===== src/rtl/fft_4_stream_ctrl.sv =====
// Framed 4-point FFT sequencer: loads four complex samples over a valid/ready
// stream, evaluates them on a combinational fft_4 core and unloads bins y1..y4.

module fft_4 #(
    parameter int DATA_WIDTH = 64
) (
    input  logic [DATA_WIDTH-1:0] x1_r,
    input  logic [DATA_WIDTH-1:0] x1_i,
    input  logic [DATA_WIDTH-1:0] x2_r,
    input  logic [DATA_WIDTH-1:0] x2_i,
    input  logic [DATA_WIDTH-1:0] x3_r,
    input  logic [DATA_WIDTH-1:0] x3_i,
    input  logic [DATA_WIDTH-1:0] x4_r,
    input  logic [DATA_WIDTH-1:0] x4_i,
    output logic [DATA_WIDTH-1:0] y1_r,
    output logic [DATA_WIDTH-1:0] y1_i,
    output logic [DATA_WIDTH-1:0] y2_r,
    output logic [DATA_WIDTH-1:0] y2_i,
    output logic [DATA_WIDTH-1:0] y3_r,
    output logic [DATA_WIDTH-1:0] y3_i,
    output logic [DATA_WIDTH-1:0] y4_r,
    output logic [DATA_WIDTH-1:0] y4_i
);
    logic [DATA_WIDTH-1:0] w_s13_r, w_s13_i, w_d13_r, w_d13_i;
    logic [DATA_WIDTH-1:0] w_s24_r, w_s24_i, w_d24_r, w_d24_i;

    assign w_s13_r = x1_r + x3_r;
    assign w_s13_i = x1_i + x3_i;
    assign w_d13_r = x1_r - x3_r;
    assign w_d13_i = x1_i - x3_i;
    assign w_s24_r = x2_r + x4_r;
    assign w_s24_i = x2_i + x4_i;
    assign w_d24_r = x2_r - x4_r;
    assign w_d24_i = x2_i - x4_i;

    // Multiplying by -j maps (a + jb) to (b - ja); all sums wrap naturally.
    assign y1_r = w_s13_r + w_s24_r;
    assign y1_i = w_s13_i + w_s24_i;
    assign y2_r = w_d13_r + w_d24_i;
    assign y2_i = w_d13_i - w_d24_r;
    assign y3_r = w_s13_r - w_s24_r;
    assign y3_i = w_s13_i - w_s24_i;
    assign y4_r = w_d13_r - w_d24_i;
    assign y4_i = w_d13_i + w_d24_r;
endmodule

module fft_4_stream_ctrl #(
    parameter int DATA_WIDTH = 64
) (
    input  logic                  clk,
    input  logic                  rst_n,
    input  logic                  flush,
    input  logic                  in_valid,
    output logic                  in_ready,
    input  logic [DATA_WIDTH-1:0] in_r,
    input  logic [DATA_WIDTH-1:0] in_i,
    output logic                  out_valid,
    input  logic                  out_ready,
    output logic [DATA_WIDTH-1:0] out_r,
    output logic [DATA_WIDTH-1:0] out_i,
    output logic [1:0]            out_idx,
    output logic                  out_last,
    output logic                  busy,
    output logic [15:0]           frame_cnt
);
    typedef enum logic [1:0] {
        ST_LOAD    = 2'd0,
        ST_COMPUTE = 2'd1,
        ST_UNLOAD  = 2'd2
    } state_t;

    state_t                r_state, w_state_nxt;
    logic [1:0]            r_cnt, r_idx;
    logic [15:0]           r_frame_cnt;
    logic [DATA_WIDTH-1:0] r_x_r [4];
    logic [DATA_WIDTH-1:0] r_x_i [4];
    logic [DATA_WIDTH-1:0] r_y_r [4];
    logic [DATA_WIDTH-1:0] r_y_i [4];
    logic [DATA_WIDTH-1:0] w_y_r [4];
    logic [DATA_WIDTH-1:0] w_y_i [4];
    logic                  w_in_hs, w_out_hs;

    // A handshake coinciding with flush is dropped on the input side.
    assign w_in_hs  = in_valid && (r_state == ST_LOAD) && !flush;
    assign w_out_hs = out_ready && (r_state == ST_UNLOAD);

    fft_4 #(.DATA_WIDTH(DATA_WIDTH)) u_core (
        .x1_r(r_x_r[0]), .x1_i(r_x_i[0]),
        .x2_r(r_x_r[1]), .x2_i(r_x_i[1]),
        .x3_r(r_x_r[2]), .x3_i(r_x_i[2]),
        .x4_r(r_x_r[3]), .x4_i(r_x_i[3]),
        .y1_r(w_y_r[0]), .y1_i(w_y_i[0]),
        .y2_r(w_y_r[1]), .y2_i(w_y_i[1]),
        .y3_r(w_y_r[2]), .y3_i(w_y_i[2]),
        .y4_r(w_y_r[3]), .y4_i(w_y_i[3])
    );

    // State register.
    always_ff @(posedge clk or negedge rst_n) begin
        if (!rst_n) r_state <= ST_LOAD;
        else        r_state <= w_state_nxt;
    end

    // Next-state decode; flush overrides every transition.
    always_comb begin
        w_state_nxt = r_state;
        if (flush) begin
            w_state_nxt = ST_LOAD;
        end else begin
            case (r_state)
                ST_LOAD: begin
                    if (w_in_hs && (r_cnt == 2'd3)) w_state_nxt = ST_COMPUTE;
                    else                            w_state_nxt = ST_LOAD;
                end
                ST_COMPUTE: w_state_nxt = ST_UNLOAD;
                ST_UNLOAD: begin
                    if (w_out_hs && (r_idx == 2'd3)) w_state_nxt = ST_LOAD;
                    else                             w_state_nxt = ST_UNLOAD;
                end
                default: w_state_nxt = ST_LOAD;
            endcase
        end
    end

    // Load/unload counters and completed-frame counter.
    always_ff @(posedge clk or negedge rst_n) begin
        if (!rst_n) begin
            r_cnt       <= 2'd0;
            r_idx       <= 2'd0;
            r_frame_cnt <= 16'd0;
        end else if (flush) begin
            r_cnt <= 2'd0;
            r_idx <= 2'd0;
        end else begin
            if (w_in_hs)  r_cnt <= r_cnt + 2'd1;
            if (w_out_hs) r_idx <= r_idx + 2'd1;
            if (w_out_hs && (r_idx == 2'd3)) r_frame_cnt <= r_frame_cnt + 16'd1;
        end
    end

    // Sample capture and result capture; results survive flush.
    always_ff @(posedge clk or negedge rst_n) begin
        if (!rst_n) begin
            for (int k = 0; k < 4; k++) begin
                r_x_r[k] <= {DATA_WIDTH{1'b0}};
                r_x_i[k] <= {DATA_WIDTH{1'b0}};
                r_y_r[k] <= {DATA_WIDTH{1'b0}};
                r_y_i[k] <= {DATA_WIDTH{1'b0}};
            end
        end else begin
            if (w_in_hs) begin
                r_x_r[r_cnt] <= in_r;
                r_x_i[r_cnt] <= in_i;
            end
            if ((r_state == ST_COMPUTE) && !flush) begin
                for (int k = 0; k < 4; k++) begin
                    r_y_r[k] <= w_y_r[k];
                    r_y_i[k] <= w_y_i[k];
                end
            end
        end
    end

    assign in_ready  = (r_state == ST_LOAD);
    assign out_valid = (r_state == ST_UNLOAD);
    assign out_r     = r_y_r[r_idx];
    assign out_i     = r_y_i[r_idx];
    assign out_idx   = r_idx;
    assign out_last  = (r_state == ST_UNLOAD) && (r_idx == 2'd3);
    assign busy      = (r_state != ST_LOAD) || (r_cnt != 2'd0);
    assign frame_cnt = r_frame_cnt;
endmodule


===== config.mk =====
export PLATFORM = sky130hd
export DESIGN_NAME = fft_4_stream_ctrl
export DESIGN_NICKNAME = d
export VERILOG_FILES = /design/src/rtl/fft_4_stream_ctrl.sv
export SDC_FILE = /design/constraint.sdc
export NUM_CORES = 2
export LEC_CHECK = 0
export CORE_ASPECT_RATIO = 1.4
export CORE_MARGIN = 2
export CORE_UTILIZATION = 57
export CTS_CLUSTER_SIZE = 14
export DETAILED_ROUTE_END_ITERATION = 6
export PLACE_DENSITY_LB_ADDON = 0.08
export SYNTH_ARGS = -nofsm -noshare
export SYNTH_HDL_FRONTEND = slang
export SYNTH_SLANG_ARGS = --single-unit
export TNS_END_PERCENT = 10

===== constraint.sdc =====
create_clock -name clk -period 7.09 [get_ports clk]
set_clock_uncertainty 0.15 [all_clocks]
set_input_delay 1.0635 -clock clk [delete_from_list [all_inputs] [get_ports clk]]
set_output_delay 1.0635 -clock clk [all_outputs]
set_load 0.02 [all_outputs]

Yosys cells after proc, flatten, opt, wreduce, memory -nomap -nowiden. Cells that the tools add are included.

Add/sub/neg operators: 19. $lt $le $gt $ge: 3. Eq/ne operators: 4. Multiplexer cells: 18. Bitwise logic cells: 3. Reduce and logical (&&, ||, !) cells: 16.

Operator list (number): $add A64 B64 Y64 (8); $bwmux W256 (2); $sub A64 B64 Y64 (8); $mux W64 (5); $bmux W64 S2 (2); $demux W64 S2 (1); $add A16 B1 Y16 const B (1); $mux W2 (6); $logic_and A1 B1 Y1 (8); $reduce_bool A2 Y1 (4); $eq A2 B2 Y1 const B (3); $ge A3 B3 Y1 const B (2); $not A2 Y3 (2); $pmux W2 S3 (1); $add A2 B1 Y2 const B (2); $lt A3 B1 Y1 const B (1); $eq A2 B1 Y1 const B (1); $logic_not A2 Y1 (1); $reduce_and A2 Y1 (1); $logic_not A1 Y1 (1); $logic_or A1 B1 Y1 (1); $mux W1 (1); $not A1 Y1 (1).

Bits in registers: 1046. Input bits: 133. Output and inout port bits: 150. Logic and storage cells: 83.

Longest topological paths before layout.
Word-level depth: 7. Gate-level depth with buffers: 31. Gate-level depth less buffers: 30.

Hierarchy. From an unflattened synthesis, not the netlist that was laid out.

Cells, all modules: 11276. Area, all modules: 99768.2 µm².

By module, submodules not included: fft_4 (instances 1, cells each 8861, area an instance 57595.2 µm², seq. area each 0.0 µm²); fft_4_stream_ctrl (instances 1, cells each 2415, area an instance 42172.9 µm², seq. area each 26175.1 µm²).

Least setup slack after synthesis. Ideal clock, no wire load.

Path type: reg-to-reg. Start: register r_x_i[0] in the netlist's numbering. End: register r_y_r[191] in the netlist's numbering. Setup time: 134 ps. Arrival: 6019 ps. Required time: 6806 ps. Path slack: 787 ps. Stages on the path, launching flop included: 30. Path buffers: 1. Period minus slack after synthesis: 6303 ps. Cells stage by stage: dfrtp_1 > ha_1 > fa_1 > nor2b_1 > o21ai_0 > a21boi_0 > o2111ai_1 > nand2_1 > a31o_2 > a41o_1 > a21o_1 > a21oi_2 > o21ai_2 > a31oi_4 > o41a_1 > xnor2_1 > ha_1 > clkbuf_1 > and3_1 > a221o_1 > a21oi_1 > nand2_1 > a22o_1 > a2111oi_2 > o31ai_1 > a31oi_1 > o21ai_0 > a21oi_1 > xor2_1 > o21ai_0.

Cells in the longest elaborated chain, start to end: 2.

RTL lines: start, declared (line 76) `logic [DATA_WIDTH-1:0] r_x_i [4];`; start signal, assigned by index (line 146) `r_x_i[k] <= {DATA_WIDTH{1'b0}};`; start signal, assigned by index (line 153) `r_x_i[r_cnt] <= in_i;`; $sub A64 B64 Y64 (line 34) `assign w_d24_i = x2_i - x4_i;`; $add A64 B64 Y64 (line 39) `assign y2_r = w_d13_r + w_d24_i;`; end signal, assigned by index (line 147) `r_y_r[k] <= {DATA_WIDTH{1'b0}};`; end signal, assigned by index (line 157) `r_y_r[k] <= w_y_r[k];`; end, declared (line 77) `logic [DATA_WIDTH-1:0] r_y_r [4];`.

Every way passes these cells. A chain may end at the register's enable or synchronous reset.

Worst setup path after layout.
Start: register r_x_i[1] in the netlist's numbering. End: register r_y_i[255] in the netlist's numbering.

Cells in the longest elaborated chain, start to end: 2.

RTL lines: $add A64 B64 Y64 (line 32) `assign w_s24_i = x2_i + x4_i;`; $add A64 B64 Y64 (line 38) `assign y1_i = w_s13_i + w_s24_i;`; end signal, assigned by index (line 148) `r_y_i[k] <= {DATA_WIDTH{1'b0}};`; end signal, assigned by index (line 158) `r_y_i[k] <= w_y_i[k];`; end, declared (line 78) `logic [DATA_WIDTH-1:0] r_y_i [4];`.

Every way passes these cells.

==> results.json <==
{
  "initial_core_util_pct": 57.3,
  "drt-pass1-iter-count": 6,
  "cts-buffers-inserted": 112,
  "hold_path_class": "in2async",
  "vias": 90100,
  "place_congestion": 1.04,
  "final_max_slew_viol_count": 0,
  "cts-root-buf": "clkbuf_16",
  "syn-num-nets": 13000,
  "postSynthCellCount": 11800,
  "clock_path_buffers": 3,
  "synth_area_leader_cell": "dfrtp_1",
  "synth_top_area_share_pct": 26.8,
  "required_ps": 7580,
  "final_cells": 14400,
  "avgRoutedWirePerCell_um": 23.6,
  "place_inst": 14200,
  "synth_ff_type": "dfrtp_1",
  "num_rows": 179,
  "worst_slew_pin_slew_ps": 1480,
  "max_slew_margin_pct": 1.67,
  "cp_max_fo": 9,
  "antenna_found_initial": 9,
  "synth_warnings": 0,
  "finalHoldViolations": 0,
  "syn_area_per_cell_um2": 8.25,
  "die_w_um": 353,
  "async_reset_ff_share_pct": 100,
  "seq_area_um2": 26100,
  "cp-start-kind": "flop",
  "cts_sinks": 1042,
  "vias_per_cell": 6.26,
  "dp_hpwl_mm": 268,
  "port_buffers": 282,
  "synth.distinct_cells": 119,
  "grt_pass1_wl_mm": 512,
  "worstPathArrival_ps": 7430,
  "pin_count": 283,
  "fp.dieH_um": 493,
  "crit_type": "reg2reg",
  "drc": 0,
  "layout-drive-gt1-share_pct": 12.1,
  "critPathSlowestCell": "nor4_1",
  "track_usage_pct": 37.8,
  "cts.clk_slew.worst_paths_ps": 60,
  "final_antenna_net_count": 0,
  "cts_tree": "yes",
  "area_growth_pct": 11.8,
  "multi_input_area_um2": 65900,
  "grt_overflow": 0,
  "layout.nets": 13200,
  "routed_wl_mm": 340,
  "grt_max_degree": 252,
  "ys_seq_area_share_pct": 26.8,
  "drv_cap": 0,
  "r2r_cells": 29,
  "min_period_ps": 6940,
  "rsz0062_at_grt": "yes",
  "grt_pass1_vias": 87600,
  "core_area_um2": 170000,
  "finalSetupViolCount": 0,
  "nFillCells": 14600,
  "worstSetupEndpointType": "flop",
  "dieArea_um2": 174000,
  "synth-edff-count": 0,
  "status": "finished clean",
  "clk_latency_ps": 780,
  "period_share_pct": 97.9,
  "htree_levels": 3,
  "fmax_mhz": 144,
  "drt_iter0_drc": 8591,
  "synth_seq_cells": 1042,
  "slowest_delay_ps": 580,
  "synthTopCellsByArea": "dfrtp_1 27%, ha_1 13%, xnor2_1 7.5%, a21oi_1 5.5%, o21ai_0 5.1%",
  "synth_area_um2": 97400
}
## placed cells by master (no fill, tap or decap), types with 67 or more instances in the layout
cell type        synthesis  layout
o21ai_0                992     977
ha_1                  1014     999
dfrtp_1               1042    1040
a21oi_1               1062    1044
nand3_1                161     160
nand2_1               1048    1045
nand2b_1               111     110
nor2_1                 948     946
nor3_1                 214     210
xnor2_1                831     816
a211oi_1                74      67
nand4_1                134     134
nor4_1                 114     109
buf_4                   14     435
nor2b_1                107     105
o21bai_1               320     318
a21o_1                 211     211
mux4_2                 126     126
mux2_2                 391     391
o31ai_1                118     107
inv_1                  952     952
clkbuf_16                0     113
a31oi_1                 92      86
clkdlybuf4s50_1          0     281
xor2_1                 162     159
## per-stage QoR
step | utilization [%] | setup TNS, ps | worst slack (ps) | hold slack, ps | instance area, um2
after floorplan | - | 0 | 787 | 283 | 97400
after global placement | 61.2 | -96.8 | -87.2 | 298 | 104000
after detailed placement | 61.2 | -106 | -84.4 | 307 | 104000
after CTS | 63.6 | 0 | 1.93 | 177 | 108000
after global routing | 64.1 | -635 | -73.4 | 239 | 109000
final | 64.1 | 0 | 152 | 202 | 109000
## Yosys cell counts (all sizes together), types with 134 or more instances
library cell	count
o21ai	1053
nand4	134
nand2	1048
a21o	212
nor3	217
nor2	948
xor2	162
inv	955
clkbuf	481
xnor2	832
dfrtp	1042
nand3	161
ha	1014
o21bai	320
a21oi	1067
mux2	391
buf	156
## final timing paths
check / start / slack (ps) / to
min in group clk: frame_cnt[15]$_DFFE_PN0P_ / 320 / frame_cnt[15]$_DFFE_PN0P_
max in group asynchronous: rst_n / 5120 / r_y_r[121]$_DFFE_PN0P_
setup reg to reg: r_x_i[1]$_DFFE_PN0P_ / 150 / r_y_i[255]$_DFFE_PN0P_
setup / recovery: r_x_i[1]$_DFFE_PN0P_ / 150 / r_y_i[255]$_DFFE_PN0P_
hold / removal: rst_n / 200 / r_y_i[141]$_DFFE_PN0P_
hold reg to reg: frame_cnt[15]$_DFFE_PN0P_ / 320 / frame_cnt[15]$_DFFE_PN0P_
## layout make-up
cell class                      instances  share of cell area, %
Antenna cell                            7                 0.0161
Clock buffer                          148                   2.94
Clock inverter                         62                  0.698
Inverter                              976                   3.37
Multi-Input combinational cell       9157                   60.5
Sequential cell                      1042                   23.9
Tap cell                             2262                   2.60
Timing Repair Buffer                  736                   5.94
## state kept, by name, summed over array words and instances, names as in the netlist
name       count
r_x_i        256
r_y_r        254
frame_cnt     16
r_y_i        254
r_state        2
r_cnt          2
out_idx        2
r_x_r        256
## metal layers
layer  track usage [%]  wire length, um  vias to the layer above
met5                 0               23                        -
met4              15.1            15900                        4
met3              4.55            24700                      735
met2              60.6           152000                     3771
met1              51.9           148000                    43900
li1                  -                -                    41700
## what timing repair did
action | CTS | global route
buffers inserted | 0 | 14
pin swaps | 0 | 31
hold buffers | 0 | 0
gates resized for setup | 5 | 151
setup endpoints to repair | 6 | 129
gates cloned | 0 | 0
## cell families after synthesis
logic type	share of synthesized area (%)
compound gates	22.2
xor+xnor	8.99
fa+ha+maj	13.3
buf+inv	6.41
flops	26.8
mux	7.55
simple gates	14.7
## critical path: cells and delay by family, from the launching register on
kind	cells	cell delay, ps
XOR/XNOR	2	350
adder cells (fa/ha/maj)	2	640
flip-flops	1	400
AND/OR/NAND/NOR	9	2140
buffers and inverters	2	270
AO/OA/AOI/OAI	14	2820
Power is left out: the tool's default activity adds up to more than one toggle a clock period on the data nets, which glitch-free logic cannot reach.
